--- src/rtl/batalha_pkg.sv ---
// Shared types and constants for the battleship placement logic.
// Optional CPU auto-placement is enabled with the macro FLEET_PLACER_AUTO_CPU_EN.
package batalha_pkg;

    typedef enum logic [2:0] {
        ST_IDLE,
        ST_DIR,
        ST_ORIENT,
        ST_SET_X,
        ST_SET_Y,
        ST_CHECK,
        ST_STORE,
        ST_DONE
    } state_t;

    typedef enum logic [2:0] {
        SUBMARINO,
        CRUZADOR,
        HIDROAVIAO,
        ENCOURACADO,
        PORTA_AVIOES
    } ship_t;

    localparam int N_SHIP_TYPES = 5;
    // Ships of each type per player, indexed by ship_t.
    localparam int FLEET_COUNT [N_SHIP_TYPES] = '{5, 2, 2, 1, 1};

    localparam logic DIR_HORIZONTAL = 1'b0;
    localparam logic DIR_VERTICAL   = 1'b1;

    localparam logic [15:0] LFSR_SEED = 16'hACE1;

    // Bit order of the one-hot state display.
    localparam state_t LED_ORDER [6] = '{ST_DIR, ST_ORIENT, ST_SET_X, ST_SET_Y, ST_CHECK, ST_STORE};

    // Fleet count for a type; types beyond the table contribute no ships.
    function automatic int fleet_count(input int t);
        if (t >= 0 && t < N_SHIP_TYPES) begin
            return FLEET_COUNT[t];
        end
        return 0;
    endfunction

    // First type at or after 'from' that has ships; n_types when none remain.
    function automatic int next_type(input int from, input int n_types);
        int r;
        r = n_types;
        for (int t = 15; t >= 0; t--) begin
            if (t >= from && t < n_types && fleet_count(t) != 0) begin
                r = t;
            end
        end
        return r;
    endfunction

endpackage

--- src/rtl/placer_lfsr.sv ---
// 16-bit Galois LFSR (taps 16,14,13,11) that steps on every enabled cycle.
module placer_lfsr
    import batalha_pkg::*;
(
    input  logic        clk,
    input  logic        reset,
    input  logic        enable,
    output logic [15:0] value
);

    logic [15:0] lfsr_q, lfsr_d;

    // Next LFSR value: shift right, fold taps in when the output bit is set.
    always_comb begin
        lfsr_d = lfsr_q;
        if (enable) begin
            lfsr_d = lfsr_q[0] ? ((lfsr_q >> 1) ^ 16'hB400) : (lfsr_q >> 1);
        end
    end

    // LFSR register, seeded on reset.
    always_ff @(posedge clk or negedge reset) begin
        if (!reset) begin
            lfsr_q <= LFSR_SEED;
        end else begin
            lfsr_q <= lfsr_d;
        end
    end

    assign value = lfsr_q;

endmodule

--- src/rtl/fleet_placer.sv ---
// Ship placement controller: walks each player through direction, orientation
// and X/Y for every ship, hands candidates to the validator, strobes accepted
// ships into board memory and raises ready once all fleets are placed.
// Macro FLEET_PLACER_AUTO_CPU_EN: in mode 0 the last player is placed by an LFSR.
module fleet_placer
    import batalha_pkg::*;
#(
    parameter int COORD_W    = 4,
    parameter int BOARD_SIZE = 10,
    parameter int N_TYPES    = 5,
    parameter int N_ORIENT   = 5,
    parameter int N_PLAYERS  = 2,
    localparam int TYPE_W    = $clog2(N_TYPES),
    localparam int PLAYER_W  = (N_PLAYERS > 1) ? $clog2(N_PLAYERS) : 1
) (
    input  logic                clk,
    input  logic                reset,
    input  logic                enable,
    input  logic                enter,
    input  logic                select,
    input  logic                mode,
    input  logic                val_done,
    input  logic                val_conflict,
    output logic                val_req,
    output logic                store_we,
    output logic [PLAYER_W-1:0] player,
    output logic [TYPE_W-1:0]   ship_type,
    output logic [COORD_W-1:0]  x,
    output logic [COORD_W-1:0]  y,
    output logic                direcao,
    output logic [2:0]          orientacao,
    output logic [5:0]          state_led,
    output logic                ready
);

    localparam logic [COORD_W-1:0] COORD_MAX  = COORD_W'(BOARD_SIZE - 1);
    localparam logic [2:0]         ORIENT_MAX = 3'(N_ORIENT - 1);
    localparam logic [15:0]        COORD_MOD  = 16'(BOARD_SIZE);
    localparam logic [15:0]        ORIENT_MOD = 16'(N_ORIENT);

    state_t                state_q, state_d;
    logic                  dir_q, dir_d;
    logic [2:0]            orient_q, orient_d;
    logic [COORD_W-1:0]    x_q, x_d, y_q, y_d;
    logic [PLAYER_W-1:0]   player_q, player_d;
    logic [TYPE_W-1:0]     type_q, type_d;
    logic [7:0]            count_q, count_d;
    logic                  val_req_q, val_req_d;
    logic                  store_we_q, store_we_d;
    logic [5:0]            led_q, led_d;
    logic                  ready_q, ready_d;
    logic                  auto_cpu;
    logic [15:0]           rnd;
    int                    nt;

`ifdef FLEET_PLACER_AUTO_CPU_EN
    placer_lfsr u_lfsr (
        .clk    (clk),
        .reset  (reset),
        .enable (enable),
        .value  (rnd)
    );
    assign auto_cpu = !mode && (player_q == PLAYER_W'(N_PLAYERS - 1));
`else
    assign rnd      = 16'd0;
    assign auto_cpu = 1'b0;
    wire   unused_mode = mode;
`endif

    // Next-state and field updates; enable low holds everything.
    always_comb begin
        state_d  = state_q;
        dir_d    = dir_q;
        orient_d = orient_q;
        x_d      = x_q;
        y_d      = y_q;
        player_d = player_q;
        type_d   = type_q;
        count_d  = count_q;
        nt       = 0;
        if (enable) begin
            case (state_q)
                ST_IDLE: begin
                    nt = next_type(0, N_TYPES);
                    if (nt < N_TYPES) begin
                        type_d  = TYPE_W'(nt);
                        state_d = ST_DIR;
                    end else begin
                        state_d = ST_DONE;
                    end
                end
                ST_DIR: begin
                    if (auto_cpu) begin
                        dir_d   = rnd[0];
                        state_d = ST_ORIENT;
                    end else begin
                        if (select) dir_d = ~dir_q;
                        if (enter) state_d = ST_ORIENT;
                    end
                end
                ST_ORIENT: begin
                    if (auto_cpu) begin
                        orient_d = 3'(rnd % ORIENT_MOD);
                        state_d  = ST_SET_X;
                    end else begin
                        if (select) orient_d = (orient_q == ORIENT_MAX) ? 3'd0 : orient_q + 3'd1;
                        if (enter) state_d = ST_SET_X;
                    end
                end
                ST_SET_X: begin
                    if (auto_cpu) begin
                        x_d     = COORD_W'(rnd % COORD_MOD);
                        state_d = ST_SET_Y;
                    end else begin
                        if (select) x_d = (x_q == COORD_MAX) ? '0 : x_q + 1'b1;
                        if (enter) state_d = ST_SET_Y;
                    end
                end
                ST_SET_Y: begin
                    if (auto_cpu) begin
                        y_d     = COORD_W'(rnd % COORD_MOD);
                        state_d = ST_CHECK;
                    end else begin
                        if (select) y_d = (y_q == COORD_MAX) ? '0 : y_q + 1'b1;
                        if (enter) state_d = ST_CHECK;
                    end
                end
                ST_CHECK: begin
                    if (val_done) state_d = val_conflict ? ST_SET_X : ST_STORE;
                end
                ST_STORE: begin
                    state_d = ST_DIR;
                    if (int'(count_q) + 1 >= fleet_count(int'(type_q))) begin
                        count_d = '0;
                        nt      = next_type(int'(type_q) + 1, N_TYPES);
                        if (nt < N_TYPES) begin
                            type_d = TYPE_W'(nt);
                        end else if (int'(player_q) < N_PLAYERS - 1) begin
                            player_d = player_q + 1'b1;
                            type_d   = TYPE_W'(next_type(0, N_TYPES));
                        end else begin
                            state_d = ST_DONE;
                        end
                    end else begin
                        count_d = count_q + 8'd1;
                    end
                end
                default: ;
            endcase
        end
    end

    // One-hot state display decoded from the upcoming state.
    generate
        for (genvar gi = 0; gi < 6; gi++) begin : g_led
            assign led_d[gi] = (state_d == LED_ORDER[gi]);
        end
    endgenerate

    // Registered strobes and status derived from the upcoming state.
    always_comb begin
        val_req_d  = (state_d == ST_CHECK);
        store_we_d = (state_d == ST_STORE);
        ready_d    = ready_q | (state_d == ST_DONE);
    end

    // State and output registers.
    always_ff @(posedge clk or negedge reset) begin
        if (!reset) begin
            state_q    <= ST_IDLE;
            dir_q      <= DIR_HORIZONTAL;
            orient_q   <= '0;
            x_q        <= '0;
            y_q        <= '0;
            player_q   <= '0;
            type_q     <= '0;
            count_q    <= '0;
            val_req_q  <= 1'b0;
            store_we_q <= 1'b0;
            led_q      <= '0;
            ready_q    <= 1'b0;
        end else begin
            state_q    <= state_d;
            dir_q      <= dir_d;
            orient_q   <= orient_d;
            x_q        <= x_d;
            y_q        <= y_d;
            player_q   <= player_d;
            type_q     <= type_d;
            count_q    <= count_d;
            val_req_q  <= val_req_d;
            store_we_q <= store_we_d;
            led_q      <= led_d;
            ready_q    <= ready_d;
        end
    end

    assign val_req    = val_req_q;
    assign store_we   = store_we_q;
    assign player     = player_q;
    assign ship_type  = type_q;
    assign x          = x_q;
    assign y          = y_q;
    assign direcao    = dir_q;
    assign orientacao = orient_q;
    assign state_led  = led_q;
    assign ready      = ready_q;

endmodule

--- config.mk ---
export PLATFORM = sky130hd
export DESIGN_NAME = fleet_placer
export DESIGN_NICKNAME = d
export VERILOG_FILES = /design/src/rtl/batalha_pkg.sv /design/src/rtl/placer_lfsr.sv /design/src/rtl/fleet_placer.sv
export SDC_FILE = /design/constraint.sdc
export NUM_CORES = 1
export LEC_CHECK = 0
export CORE_MARGIN = 2
export CORE_UTILIZATION = 50
export DETAILED_ROUTE_END_ITERATION = 6
export GPL_TIMING_DRIVEN = 1
export MAX_ROUTING_LAYER = met4
export PLACE_DENSITY = 0.77
export SETUP_SLACK_MARGIN = 0.1
export SYNTH_ARGS = -nofsm -noshare
export SYNTH_HDL_FRONTEND = slang
export SYNTH_SLANG_ARGS = --single-unit
--- constraint.sdc ---
create_clock -name clk -period 5.65 [get_ports clk]
set_input_delay 1.13 -clock clk [delete_from_list [all_inputs] [get_ports clk]]
set_output_delay 1.13 -clock clk [all_outputs]
set_load 0.02 [all_outputs]
==> metrics.cfg, run 1 <==
[sta]
period_minus_slack_ns = 2.723
post-route-worst-setup-slack_ns = 2.927
grt_setup_unrepaired = false
period_share_pct = 48.20
max-slew-margin-rel_pct = 61.10
hold_viol_final = 0
worstMarginPinSlew_ns = 0.5823
fmax_mhz = 367.2
drv_slew = 0
holdWs_ns = 0.4746
skew_ns = 0.007669
fin_setup_tns_ns = 0
finalSetupViolCount = 0

[setup_path]
r2r_slack_ns = 2.93
worstSetupPathType = reg -> reg
slowest_stage = o31ai_2
r2r_cells = 10
critPathMaxFanout = 7
crit_required_ns = 5.91
r2r_end = state_led[4]
cp_top_family = simple AND/OR/NAND/NOR gates
arrival_ns = 2.99
cp_common_cell = ha_1
slowest_delay_ns = 0.47
path_cells = inv_1, ha_1, nand2_1, and2_1, ha_1, nor3b_1, nor2_1, o31ai_2, o21ai_0, nor3_1
regToRegStartpoint = ship_type[0]
cp.depth = 10
start_kind = flip-flop
cp_num_buf_inv = 1
crit_path_end_kind = flip-flop

[placed_design]
numPortBuffers = 31
gp_congestion = 0.7091
hpwl_um = 2510
placed_area_mm2 = 0.002076
dp_slack_ns = 2.560
dpl.cell_count = 249

[cts]
cts_resized = 0
h-tree-depth = 2
path_clk_slew_ns = 0.10
cts_max_path_buffers = 2
hold_buffers = 0
postCtsSetupRepairBufs = 0
clk_latency_ns = 0.35
cts_made_buffers = 5
cts.sinks = 34
cts_tree = built
clockRootBuffer = clkbuf_4

[logic_synthesis]
synth.distinct_cells = 40
synth_seq_cells = 34
syn_avg_cell_area_um2 = 9.882
synth_xor_area_share_pct = 3.525
synth-compound-area-share_pct = 14.75
synth_mux_area_share_pct = 0.5755
synth_top_area_share_pct = 48.92
synthCells = 176
synthesis.nets = 192
yosys_most_used_dff = dfrtp_1
seq_area_frac_synth_pct = 48.92
synth_enable_flop_cells = 0
synth_area_leader_cell = dfrtp_1
yosys.area_share.adder_pct = 5.755
synth_top_family_by_area = simple AND/OR/NAND/NOR gates
ys.warnings.count = 0
syn-cell-area_mm2 = 0.001739
synthSimpleGateAreaFrac_pct = 21.22
synthArstFlopShare_pct = 100.0
synth.top_cells.by_area = dfrtp_1 49%, ha_1 5.8%, o21ai_0 5.2%

[final_layout]
fin_area_mm2 = 0.002136
syn2layout_area_growth_pct = 22.81
final_cells = 257
multi_input_area_um2 = 797.0
n_antenna_cell = 0
fin_nets = 226
final_util_pct = 64.00
register_area_um2 = 850.8
drive_above_1_share_pct = 7.109
fill_cells = 285
mostFrequentLayoutCells = 34 x dfrtp_1, 31 x clkdlybuf4s50_1, 19 x nand2_1
layout_commonest_cell = dfrtp_1

[run_status]
status = completed

[power_and_ir_drop]
peakVddDrop_mv = 0.2408
power.density_mw_per_mm2 = 503.0
leakage_nw = 0.9803
p_total_mw = 1.074

[floorplanning]
die_w_um = 62.98
rows = 21
die-area_mm2 = 0.003966
ios = 33
die_y_um = 62.98
start_util_pct = 52.12
coreArea_mm2 = 0.003337

[global_route]
first_global_vias = 1354
grt_pass1_wl_um = 6092
grt_max_degree = 35
gr-total-overflow = 0
antenna_found_initial = 0
track_usage_pct = 20.53

[drt]
ant_nets = 0
route.detailed.drc = 0
wl_per_cell_um = 13.41
totalWireLength_um = 3447
viasPerCell = 5.257
drt_iter0_drc = 36
num_vias = 1351
firstDrtPassIters = 4

[min_path]
hold_end = direcao
hp-start = direcao
worstHoldPathType = reg -> reg
hold_path_depth = 1

[job]
max_cap_violations = 0

==> metal layers <==
metal / track usage, % / share of wire, %
met4: 10.00 / 1.1
met2: 31.65 / 49
met5: - / 0
met3: 6.126 / 4.5
met1: 24.61 / 45
==> cell type report <==
class                           count  share of cell area (%)
Tap cell                           46                   2.695
Timing Repair Buffer               32                   14.88
Sequential cell                    34                   39.84
Clock inverter                      1                  0.2343
Multi-Input combinational cell    123                   37.32
Inverter                           14                   2.460
Clock buffer                        7                   2.578
==> power by group <==
group	total (mW)	switching, mW	leakage [nW]	internal, mW
Combinational	0.517	0.274	0.508	0.243
Clock	0.141	0.0809	0.0353	0.0602
Sequential	0.416	0.0966	0.437	0.319
Total	1.07	0.452	0.980	0.622
==> synth_stat cells (3+ instances only) <==
| library cell | count |
|---|---|
| o21ai_0 | 18 |
| a31oi_1 | 3 |
| inv_1 | 14 |
| dfrtp_1 | 34 |
| nand3_1 | 3 |
| nor2_1 | 8 |
| ha_1 | 8 |
| nand2_1 | 19 |
| nor3b_1 | 3 |
| o22ai_1 | 4 |
| xor2_1 | 3 |
| nor2b_1 | 7 |
| and2_1 | 7 |
| nor3_1 | 7 |
| a21oi_1 | 4 |
| xnor2_1 | 4 |
==> cells by family after synthesis <==
group	Yosys count
muxes	1
buffers and inverters	19
xor gates and xnor gates	7
and+or+nand+nor	67
DFF	34
AOI/OAI and AO/OA	40
adders and majority gates	8
==> worst reg2reg max path: cells and delay by family (launching register included) <==
kind | cells | cell delay [ns]
and+or+nand+nor | 5 | 0.75
AOI/OAI and AO/OA | 2 | 0.74
adders and majority gates | 2 | 0.58
DFF | 1 | 0.46
buffers and inverters | 1 | 0.11
==> how the worst max path moves through the flow <==
stage                      start           end  slack (ns)
floorplan           ship_type[0]  state_led[3]        3.18
global placement          enable  ship_type[1]        2.58
detailed placement        enable  ship_type[1]        2.56
CTS                 ship_type[0]  state_led[4]        2.89
global route        ship_type[0]  state_led[3]        2.66
finish              ship_type[0]  state_led[4]        2.93
==> registers in the layout, indices dropped and copies added (netlist names) <==
name        cells
count_q         8
state_led       6
x               4
y               4
orientacao      3
ship_type       3
state_q         3
direcao         1
player          1
ready           1
No activity file was read; power rests on OpenSTA's default activity.
==> run 2: changes to the inputs <==
--- a/config.mk
+++ b/config.mk
@@ -6,11 +6,11 @@
 export NUM_CORES = 1
 export LEC_CHECK = 0
 export CORE_MARGIN = 2
-export CORE_UTILIZATION = 50
+export CORE_UTILIZATION = 46
 export DETAILED_ROUTE_END_ITERATION = 6
 export GPL_TIMING_DRIVEN = 1
 export MAX_ROUTING_LAYER = met4
-export PLACE_DENSITY = 0.77
+export PLACE_DENSITY = 0.75
 export SETUP_SLACK_MARGIN = 0.1
 export SYNTH_ARGS = -nofsm -noshare
 export SYNTH_HDL_FRONTEND = slang
==> constraint.sdc (replaced) <==
create_clock -name clk -period 2.2 [get_ports clk]
set_input_delay 0.44 -clock clk [delete_from_list [all_inputs] [get_ports clk]]
set_output_delay 0.44 -clock clk [all_outputs]
set_load 0.02 [all_outputs]
==> run 2 against run 1 <==
Worst hold slack better by 0.015 ns; sequential power grew to 2.5 times the previous value; core utilization is 1.2 points higher; critical path depth stayed put; flip-flop and latch count stayed put; fmax is 26% higher; die area is 8.1% higher; wire length is 3.1% higher; combinational power grew to 3.3 times the previous value; worst setup slack worse by 2.9 ns; largest cell class is now multi-input combinational cells.
==> metrics.cfg, run 2 (synthesis gave the netlist of run 1 again) <==
[run_status]
status = completed

[power_and_ir_drop]
peakVddDrop_mv = 0.8091
p_total_mw = 3.218
power.density_mw_per_mm2 = 1349
leakage_nw = 1.072

[global_route]
grt_max_degree = 35
gr-total-overflow = 0
grt_pass1_wl_um = 6078
antenna_found_initial = 0
track_usage_pct = 18.96
first_global_vias = 1408

[drt]
ant_nets = 0
wl_met1_um = 1679
viasPerCell = 5.147
num_vias = 1400
wl_per_cell_um = 13.07
met3_length_um = 111
totalWireLength_um = 3555
met2_length_um = 1745
drt_iter0_drc = 40
top_layer_used = met4
route.detailed.drc = 0
firstDrtPassIters = 4

[sta]
skew_ns = 0.005182
max-slew-margin-rel_pct = 62.28
period_share_pct = 98.13
worstMarginPinSlew_ns = 0.5657
fmax_mhz = 463.2
period_minus_slack_ns = 2.159
drv_slew = 0
holdWs_ns = 0.4898
grt_setup_unrepaired = true
finalSetupViolCount = 0
hold_viol_final = 0

[final_layout]
layout_commonest_cell = dfrtp_1
largest_reg_flops = 8
final_cells = 272
n_antenna_cell = 0
mostFrequentLayoutCells = 32 x dfrtp_1, 31 x clkdlybuf4s50_1, 18 x nand2_1
fin_area_mm2 = 0.002386
syn2layout_area_growth_pct = 37.19
fin_nets = 239
top_register = count_q
drive_above_1_share_pct = 21.43

[setup_path]
crit_required_ns = 2.38
start_kind = flip-flop
critPathMaxFanout = 3
arrival_ns = 2.34
crit_path_end_kind = flip-flop
worstSetupPathType = reg -> reg

[placed_design]
placed_area_mm2 = 0.002198
gp_congestion = 0.7787
hpwl_um = 2619
numPortBuffers = 31
dpl.cell_count = 262

[cts]
path_clk_slew_ns = 0.06
cts_tree = built
cts_max_path_buffers = 2
clockRootBuffer = clkbuf_8
cts_made_buffers = 5
clk_latency_ns = 0.28
cts.sinks = 34
h-tree-depth = 2

[floorplanning]
die_y_um = 65.49
coreArea_mm2 = 0.003661
ios = 33
die-area_mm2 = 0.004289
rows = 22
die_w_um = 65.49
start_util_pct = 47.51

[min_path]
worstHoldPathType = reg -> reg

[job]
max_cap_violations = 0

[run 2: cell types whose count changed in the layout (fill, tap and decap cells not counted), sizes merged]
cell,before,now
buf,1,14
[run 2: cell type report]
class,instances,area (um^2)
Fill cell,282,1275
Sequential cell,34,853.3
Clock inverter,1,5.005
Inverter,14,52.55
Tap cell,48,60.06
Multi-Input combinational cell,123,905.9
Timing Repair Buffer,45,422.9
Clock buffer,7,86.33
[run 2: power breakdown]
part           switching, mW  total [mW]  internal (mW)  leakage [nW]
Clock                  0.213       0.465          0.252        0.0482
Sequential             0.222        1.05          0.824         0.434
Combinational          0.878        1.71          0.829         0.590
[run 2: per-stage QoR]
step	TNS (ns)	setup WS [ns]	utilization (%)
finish	0	0.04111	65.17
global placement	0	0.03888	60.05
global route	-0.1798	-0.05244	65.17
CTS	0	0.01584	63.98
floorplan	-0.09032	-0.04803	-
detailed placement	-0.03317	-0.01701	60.05
[run 2: metal layers]
| layer | up-vias | GRT usage (%) |
|---|---|---|
| met5 | - | - |
| met1 | 676 | 24.04 |
| met3 | 2 | 6.507 |
| met2 | 26 | 29.21 |
| li1 | 696 | - |
| met4 | 0 | 5.208 |
[run 2: worst max-delay path, cell delays in order (launching register included)]
cell	delay [ns]
dfrtp_2	0.36
inv_2	0.06
ha_4	0.27
nand2_2	0.05
and2_4	0.14
ha_4	0.26
nor3b_2	0.04
nor2_2	0.16
o31ai_4	0.08
or4_4	0.45
o32ai_2	0.20
[run 2: timing repair]
| item | CTS | global route |
|---|---|---|
| setup buffers | 2 | 0 |
| pin swaps | 3 | 4 |
| gates resized for setup | 8 | 9 |
| gates cloned | 0 | 0 |
| hold buffers | 0 | 0 |
| setup endpoints to repair | 13 | 13 |
[run 2: path summary, 6_finish.rpt]
| kind | from | endpoint | slack [ns] | depth (start not counted) |
|---|---|---|---|---|
| max in group asynchronous | reset | ship_type[0] | 1.32 | 2 |
| worst min register to register | ready | ready | 0.49 | 1 |
| worst max-delay path | ship_type[0] | ship_type[1] | 0.04 | 10 |
| min in group asynchronous | reset | ship_type[1] | 0.56 | 2 |
| worst min-delay path | ready | ready | 0.49 | 1 |
| worst max register to register | ship_type[0] | ship_type[1] | 0.04 | 10 |
==> run 3: changes to the inputs <==
--- a/config.mk
+++ b/config.mk
@@ -12,6 +12,7 @@
 export MAX_ROUTING_LAYER = met4
 export PLACE_DENSITY = 0.75
 export SETUP_SLACK_MARGIN = 0.1
+export SLEW_MARGIN = 20
 export SYNTH_ARGS = -nofsm -noshare
 export SYNTH_HDL_FRONTEND = slang
 export SYNTH_SLANG_ARGS = --single-unit
==> results of run 3 <==
The final DEF is identical to that of run 2; final timing and power are the same.
